===== src/rtl/mem_access.sv =====
// mem_access: MEM-stage load/store unit with a single-outstanding bus port.
// Checks alignment, issues the bus transaction and extends load data.
module mem_access (
  input  logic        clk,
  input  logic        rst,
  input  logic        flush,
  input  logic [7:0]  op_i,
  input  logic [31:0] addr_i,
  input  logic [31:0] wdata_i,
  input  logic [4:0]  wd_i,
  input  logic        wreg_i,
  input  logic [31:0] result_i,
  input  logic [31:0] except_type_i,
  output logic        bus_req,
  output logic        bus_we,
  output logic [31:0] bus_addr,
  output logic [3:0]  bus_be,
  output logic [31:0] bus_wdata,
  input  logic        bus_ack,
  input  logic [31:0] bus_rdata,
  output logic        stall_req,
  output logic [4:0]  wd_o,
  output logic        wreg_o,
  output logic [31:0] wdata_o,
  output logic [31:0] except_type_o,
  output logic [31:0] bad_vaddr_o
);

  localparam logic [7:0] LB_OP  = 8'b1110_0000;
  localparam logic [7:0] LBU_OP = 8'b1110_0100;
  localparam logic [7:0] LH_OP  = 8'b1110_0001;
  localparam logic [7:0] LHU_OP = 8'b1110_0101;
  localparam logic [7:0] LW_OP  = 8'b1110_0011;
  localparam logic [7:0] SB_OP  = 8'b1110_1000;
  localparam logic [7:0] SH_OP  = 8'b1110_1001;
  localparam logic [7:0] SW_OP  = 8'b1110_1011;

  localparam logic [31:0] ADEL = 32'h0000_0010;
  localparam logic [31:0] ADES = 32'h0000_0020;

  typedef enum logic [1:0] {
    IDLE = 2'd0,
    REQ  = 2'd1,
    DONE = 2'd2
  } state_t;

  state_t      r_state;
  state_t      w_next;
  logic        r_bus_we;
  logic [31:0] r_bus_addr;
  logic [3:0]  r_bus_be;
  logic [31:0] r_bus_wdata;
  logic [31:0] r_rdata;
  logic [7:0]  r_op;
  logic [1:0]  r_lo;
  logic        r_flush;

  logic        w_load;
  logic        w_store;
  logic        w_byte;
  logic        w_half;
  logic        w_mem;
  logic        w_mis;
  logic        w_access;
  logic [3:0]  w_be;
  logic [31:0] w_st_data;
  logic [7:0]  w_rbyte;
  logic [15:0] w_rhalf;
  logic [31:0] w_ld_data;
  logic        w_r_load;

  // Opcode decode: access class and size
  always_comb begin
    w_load  = 1'b0;
    w_store = 1'b0;
    w_byte  = 1'b0;
    w_half  = 1'b0;
    unique case (op_i)
      LB_OP, LBU_OP: begin w_load = 1'b1; w_byte = 1'b1; end
      LH_OP, LHU_OP: begin w_load = 1'b1; w_half = 1'b1; end
      LW_OP:         w_load = 1'b1;
      SB_OP:         begin w_store = 1'b1; w_byte = 1'b1; end
      SH_OP:         begin w_store = 1'b1; w_half = 1'b1; end
      SW_OP:         w_store = 1'b1;
      default:       ;
    endcase
  end

  assign w_mem = w_load | w_store;

  // Alignment check, byte enables and replicated store data
  always_comb begin
    w_mis     = 1'b0;
    w_be      = 4'b1111;
    w_st_data = wdata_i;
    unique case (1'b1)
      w_byte: begin
        w_be      = 4'b0001 << addr_i[1:0];
        w_st_data = {4{wdata_i[7:0]}};
      end
      w_half: begin
        w_mis     = addr_i[0];
        w_be      = addr_i[1] ? 4'b1100 : 4'b0011;
        w_st_data = {2{wdata_i[15:0]}};
      end
      default: w_mis = w_mem & (addr_i[1:0] != 2'b00);
    endcase
  end

  assign w_access = w_mem & (except_type_i == 32'd0) & ~w_mis & ~flush;

  // State register
  always_ff @(posedge clk) begin
    if (rst) r_state <= IDLE;
    else     r_state <= w_next;
  end

  // Next-state logic
  always_comb begin
    w_next = r_state;
    unique case (r_state)
      IDLE: if (w_access) w_next = REQ;
      REQ: begin
        if (bus_ack) w_next = (r_flush | flush) ? IDLE : DONE;
      end
      DONE:    w_next = IDLE;
      default: w_next = IDLE;
    endcase
  end

  // Bus request registers, captured read data and flush memory
  always_ff @(posedge clk) begin
    if (rst) begin
      r_bus_we    <= 1'b0;
      r_bus_addr  <= 32'd0;
      r_bus_be    <= 4'd0;
      r_bus_wdata <= 32'd0;
      r_rdata     <= 32'd0;
      r_op        <= 8'd0;
      r_lo        <= 2'd0;
      r_flush     <= 1'b0;
    end else begin
      if (r_state == IDLE && w_access) begin
        r_bus_we    <= w_store;
        r_bus_addr  <= {addr_i[31:2], 2'b00};
        r_bus_be    <= w_be;
        r_bus_wdata <= w_st_data;
        r_op        <= op_i;
        r_lo        <= addr_i[1:0];
        r_flush     <= 1'b0;
      end
      if (r_state == REQ) begin
        if (flush)   r_flush <= 1'b1;
        if (bus_ack) r_rdata <= bus_rdata;
      end
    end
  end

  assign w_rbyte = r_rdata[{r_lo, 3'b000} +: 8];
  assign w_rhalf = r_lo[1] ? r_rdata[31:16] : r_rdata[15:0];

  // Load data extension for the captured word
  always_comb begin
    w_ld_data = r_rdata;
    w_r_load  = 1'b1;
    unique case (r_op)
      LB_OP:   w_ld_data = {{24{w_rbyte[7]}}, w_rbyte};
      LBU_OP:  w_ld_data = {24'd0, w_rbyte};
      LH_OP:   w_ld_data = {{16{w_rhalf[15]}}, w_rhalf};
      LHU_OP:  w_ld_data = {16'd0, w_rhalf};
      LW_OP:   w_ld_data = r_rdata;
      default: w_r_load  = 1'b0;
    endcase
  end

  assign bus_req   = (r_state == REQ);
  assign bus_we    = r_bus_we;
  assign bus_addr  = r_bus_addr;
  assign bus_be    = r_bus_be;
  assign bus_wdata = r_bus_wdata;

  // Writeback, exception and stall outputs per state
  always_comb begin
    wd_o          = wd_i;
    wreg_o        = wreg_i;
    wdata_o       = result_i;
    except_type_o = except_type_i;
    bad_vaddr_o   = 32'd0;
    stall_req     = 1'b0;
    if (rst) begin
      wreg_o        = 1'b0;
      wdata_o       = 32'd0;
      except_type_o = 32'd0;
    end else begin
      unique case (r_state)
        IDLE: begin
          if (flush) begin
            wreg_o        = 1'b0;
            except_type_o = 32'd0;
          end else if (w_mem) begin
            wreg_o = 1'b0;
            if (except_type_i == 32'd0) begin
              if (w_mis) begin
                except_type_o = except_type_i | (w_load ? ADEL : ADES);
                bad_vaddr_o   = addr_i;
              end else begin
                stall_req = 1'b1;
              end
            end
          end
        end
        REQ: begin
          stall_req = 1'b1;
          wreg_o    = 1'b0;
        end
        DONE: begin
          if (w_r_load) wdata_o = w_ld_data;
          if (flush)    wreg_o  = 1'b0;
        end
        default: ;
      endcase
    end
  end

endmodule


===== config.mk =====
export PLATFORM = sky130hd
export DESIGN_NAME = mem_access
export DESIGN_NICKNAME = d
export VERILOG_FILES = /design/src/rtl/mem_access.sv
export SDC_FILE = /design/constraint.sdc
export NUM_CORES = 1
export LEC_CHECK = 0
export ABC_AREA = 1
export CAP_MARGIN = 40
export CORE_UTILIZATION = 25
export DETAILED_ROUTE_END_ITERATION = 8
export MAX_ROUTING_LAYER = met4
export PLACE_DENSITY = 0.58
export SLEW_MARGIN = 5
export SYNTH_ARGS = -nofsm -noshare
export SYNTH_HDL_FRONTEND = slang
export SYNTH_SLANG_ARGS = --single-unit

===== constraint.sdc =====
create_clock -name clk -period 1.75 [get_ports clk]
set_input_delay 0.2625 -clock clk [delete_from_list [all_inputs] [get_ports clk]]
set_output_delay 0.2625 -clock clk [all_outputs]
set_load 0.005 [all_outputs]

After elaboration in Yosys (flattened, before gate mapping):

Cells that the tools add are included.

* muxes and demuxes: 45
* shift operators: 2
* reductions and logical operators: 11
* bitwise logic cells: 9
* eq/ne operators: 17

Operators by type and width (number)
* two-way mux 32 bit: 15
* case mux 32 bit (4 select lines): 1
* equality test 8 bit (second input constant): 13
* case mux 32 bit (2 select lines): 1
* zero test 32 bit: 1
* bitwise OR 32 x 6 -> 32 bit: 1
* variable part select 32 x 6 -> 8 bit: 1
* two-way mux 1 bit: 17
* two-way mux 16 bit: 1
* OR reduction 5 bit: 2
* OR reduction 3 bit: 3
* case mux 4 bit (2 select lines): 1
* two-way mux 2 bit: 3
* two-way mux 6 bit: 1
* AND 1 bit: 4
* two-way mux 4 bit: 1
* case mux 1 bit (2 select lines): 2
* case mux 2 bit (2 select lines): 1
* AND reduction 2 bit: 2
* << shifter 1 x 2 -> 4 bit (first input constant): 1
* case mux 1 bit (3 select lines): 1
* equality test 2 x 1 -> 1 bit (second input constant): 1
* equality test 2 bit (second input constant): 1
* zero test 2 bit: 1
* 6 further kinds: 8

* bits in registers: 112
* output and inout port bits: 173
* input port bits: 178

Longest topological paths before layout:

* word-level depth: 13
* mapped depth: 14

Worst setup path before layout:

OpenSTA, ideal clock, no wires.

* path type: register -> output
* from: reg r_op[7]
* to: out wdata_o[3]
* required time: 1.487 ns
* stages on the path, launching flop included: 11
* slack: -0.015 ns
* path buffers: 2
* arrival: 1.502 ns
* cell sequence: dfxtp_1 nand3_1 nor3_1 o21ai_0 nor2_1 buf_2 inv_1 clkbuf_1 a21oi_1 nand2_1 a21oi_1

* cells in the longest elaborated chain, start to end: 6
* elaborated cells between the ends (all ways): 11
* those cells by class: eq/ne (5); mux (5); reduce/logical (1)

RTL lines
* from (decl): line 54 `logic [7:0] r_op;`
* from (signal assigned): line 148 `r_op <= op_i;`
* equality test 8 bit: line 166 `unique case (r_op)`
* OR reduction 5 bit (no line)
* two-way mux 1 bit: line 166
* two-way mux 32 bit *: line 217 `if (w_r_load) wdata_o = w_ld_data;`
* two-way mux 32 bit *: line 195 `unique case (r_state)`
* two-way mux 32 bit *: line 190 `if (rst) begin`
* to (decl): line 24 `output logic [31:0] wdata_o,`

Every way passes the cells marked *; elsewhere a longest branch is shown, timed or not.

Worst setup path in the final report:

* from: reg r_op[6]
* to: out wdata_o[31]

Same word-level chain as after synthesis.

==> run metrics <==
crit share post-route=136%; final wirelength=32200 um; via count=9168; GRT overflow=0; final worst slack=-635 ps; Synth Area in Adders=0%; cell area after synthesis=6870 um2; drc violations=0; Flop pwr share=42.6%; data arrival time of the worst path=approximately 2100 ps; Die ar.=28200 um2; final net count=~1900; sw frac=25.9%; worst hold path cell count=4; Initial Util=25.5%; vias in the first global route=between 8000 and 9000; layout cell share with drive strength beyond 1=42.1%; failing checks=negative setup slack; final setup violation count=176; CTS tree=done; Synth Area in Simple Gates=38.3%; CTS Buf Count=9; Setup crit end kind=output port; Final min period=2390 ps; Final Hold Fails=0; die width=168 um; Placed Cells=between 1500 and 2000; combinational family with the most area after synthesis=simple AND/OR/NAND/NOR gates; initial antenna violation count=1; Largest stage delay, worst path=350 ps; Leak=approximately 6.5 nW; vias per cell=4.53; core outline area=27000 um2; Clock power frac=39.4%; Layout area overhead=106%; Total Routing Usage GR=21.9%; Compound-Gate Fraction of Synth Area=12.8%; clk_skew=just over 8 ps; drt first pass iters=5; area leader, netlist=dfxtp_1; site row count=60; CTS H-tree depth=3; largest net degree at the start of global routing=52; top-area cell type share of the netlist area=32.6%; clock sinks=112; first-pass GRT wire length=between 40000 and 50000 um; Psw=approximately 1.5 mW; CP required=1490 ps; PortBufs=338; status=complete, but fails checks; path depth of the worst reg2reg path=11; WL/cell=15.9 um; worst slack, placed=-1170 ps; Yosys cell types=26; I/O pin count=351; Seq/Total Area, Yosys=32.6%; detailed placement HPWL=20600 um; yosys synthesis warning count=0; Peak Freq=419 MHz; synthesized instance count=1184; ANT nets after route=0; CP cell instances=nand3_2, nor3_4, buf_6, nand2_4, inv_4, buf_6, nand3_2, nand2_2, inv_2, buf_12, buf_4, buf_6, nand2_4, a21oi_2, buf_2; Die Y-Extent=168 um; Worst Setup Start Kind=flop; Max VDD drop=0.000487 V; MaxCap Viol Count=0; Pint=4.43 mW; synthesized flop and latch total=112; non-filler instance count after layout=around 2000; mean area per synthesized cell=5.81 um2; Slew Limit Fails=0; CP dominant cell by count=buf_6; mux cell area share after synthesis=0%; clock-pin slew on the worst setup and hold paths=80 ps; RSZ-0062 raised after global routing=yes; CTS root buf=clkbuf_16; Min-Delay Path Class=input pin to flop; CP max-delay cell=dfxtp_2; XOR/XNOR Fraction of Synth Area=0%; CP max FO=5; top cells by area in the synthesized netlist=dfxtp_1 33%, nand2_1 16%, nor2_1 13%; Post-CTS Hold Fix Bufs=0; GP Congestion=0.860; power density over the cells=421 nW/um2; CTS Buffer Depth=2; combinational power share=18.1%; WS Path Type=flop to output port; clk_lat worst skew=360 ps; First DRT Iteration DRCs=463
[routing by layer]
layer	routed length [um]	share of wire [%]	track usage (%)
met2	16200	50	37.4
met1	13700	43	26.1
met4	837	2.6	7.66
met3	1410	4.4	3.24
met5	0	0	-
[cell usage in the layout (no fill, tap or decap), types with 17 or more instances in the layout]
master,Yosys,routed
nand4_1,32,32
nor2_2,0,41
nor2_4,1,40
dfxtp_1,112,106
buf_4,11,119
buf_2,12,90
buf_8,0,17
clkdlybuf4s50_1,0,196
nand2_4,0,39
a21oi_1,88,55
buf_12,0,25
buf_6,2,70
o21ai_2,0,19
a21oi_2,0,30
inv_2,5,28
nor3b_2,10,30
inv_1,195,167
o21ai_0,69,46
nor2_1,236,156
nand2_1,290,180
nand2_2,1,71
clkbuf_2,0,19
[cells by family (layout without fill, tap and decap cells)]
group	count (synthesis)	count (layout)
flops	112	112
compound gates	171	171
other cells	1	3
simple gates	622	622
buf+inv	278	777
[sequential cells by signal (all words and copies together), names as in the netlist]
name	flops
r_rdata	32
bus_be	4
r_lo	2
bus_wdata	32
r_flush	1
bus_we	1
r_op	8
r_state	2
bus_addr	30
[worst max-delay path: cells and delay by family, from the launching register on]
| kind | cells | cell delay, ps |
|---|---|---|
| buffers and inverters | 8 | 820 |
| AND/OR/NAND/NOR | 6 | 550 |
| flip-flops | 1 | 350 |
| AO/OA/AOI/OAI | 1 | 50 |
[through the flow]
step           instance area [um2]  hold WS (ps)  util, %  TNS (ps)  total power, mW
4_1_cts                      12900           326     47.8    -52610             5.93
3_3_place_gp                 11300           413     41.9   -137830             3.55
2_1_floorplan                 6900           341        -         0             2.88
6_report                     14200           343     52.6    -48820             5.97
3_5_place_dp                 11300           419     41.9   -141870             3.55
5_1_grt                      14200           372     52.6    -66340             6.20
[layout make-up]
cell class | count | area, um2
fill | 2507 | 12800
sequential | 112 | 2250
clock buffer | 9 | 225
timing repair buffer | 561 | 5520
inverter | 200 | 763
clock inverter | 7 | 103
antenna | 1 | 2.50
multi-input combinational | 795 | 4880
tap | 341 | 427
[final timing paths]
path	from	end	slack, ps
worst max register to register	r_state[1]	bus_addr[7]	-180
worst min register to register	r_rdata[16]	r_rdata[16]	470
worst min-delay path	op_i[0]	r_op[0]	340
worst max-delay path	r_op[6]	wdata_o[31]	-640
[power groups by stage]
stage	Clock [mW]	Sequential [mW]	Combinational, mW
2_1_floorplan	0	2.61	0.270
3_3_place_gp	0	2.61	0.945
3_5_place_dp	0	2.61	0.944
4_1_cts	2.42	2.55	0.967
5_1_grt	2.51	2.54	1.15
6_report	2.35	2.54	1.08
[synthesized netlist by cell type (all sizes together)]
library cell / n
a21oi: 89
clkbuf: 46
o21ai: 73
nor3: 7
nor4: 1
nor3b: 30
o22ai: 8
inv: 200
conb: 1
nand4: 32
buf: 32
nand3: 24
a211oi: 1
dfxtp: 112
nor2: 237
nand2: 291
[what timing repair did]
action                                  4_1_cts  5_1_grt
endpoints found under the setup margin      178      185
pin swaps                                    83      128
gates resized for setup                     702      412
hold endpoints to repair                      0        0
setup buffers                                59       51
gates cloned                                 20        9
(Power assumes the default switching activity.)
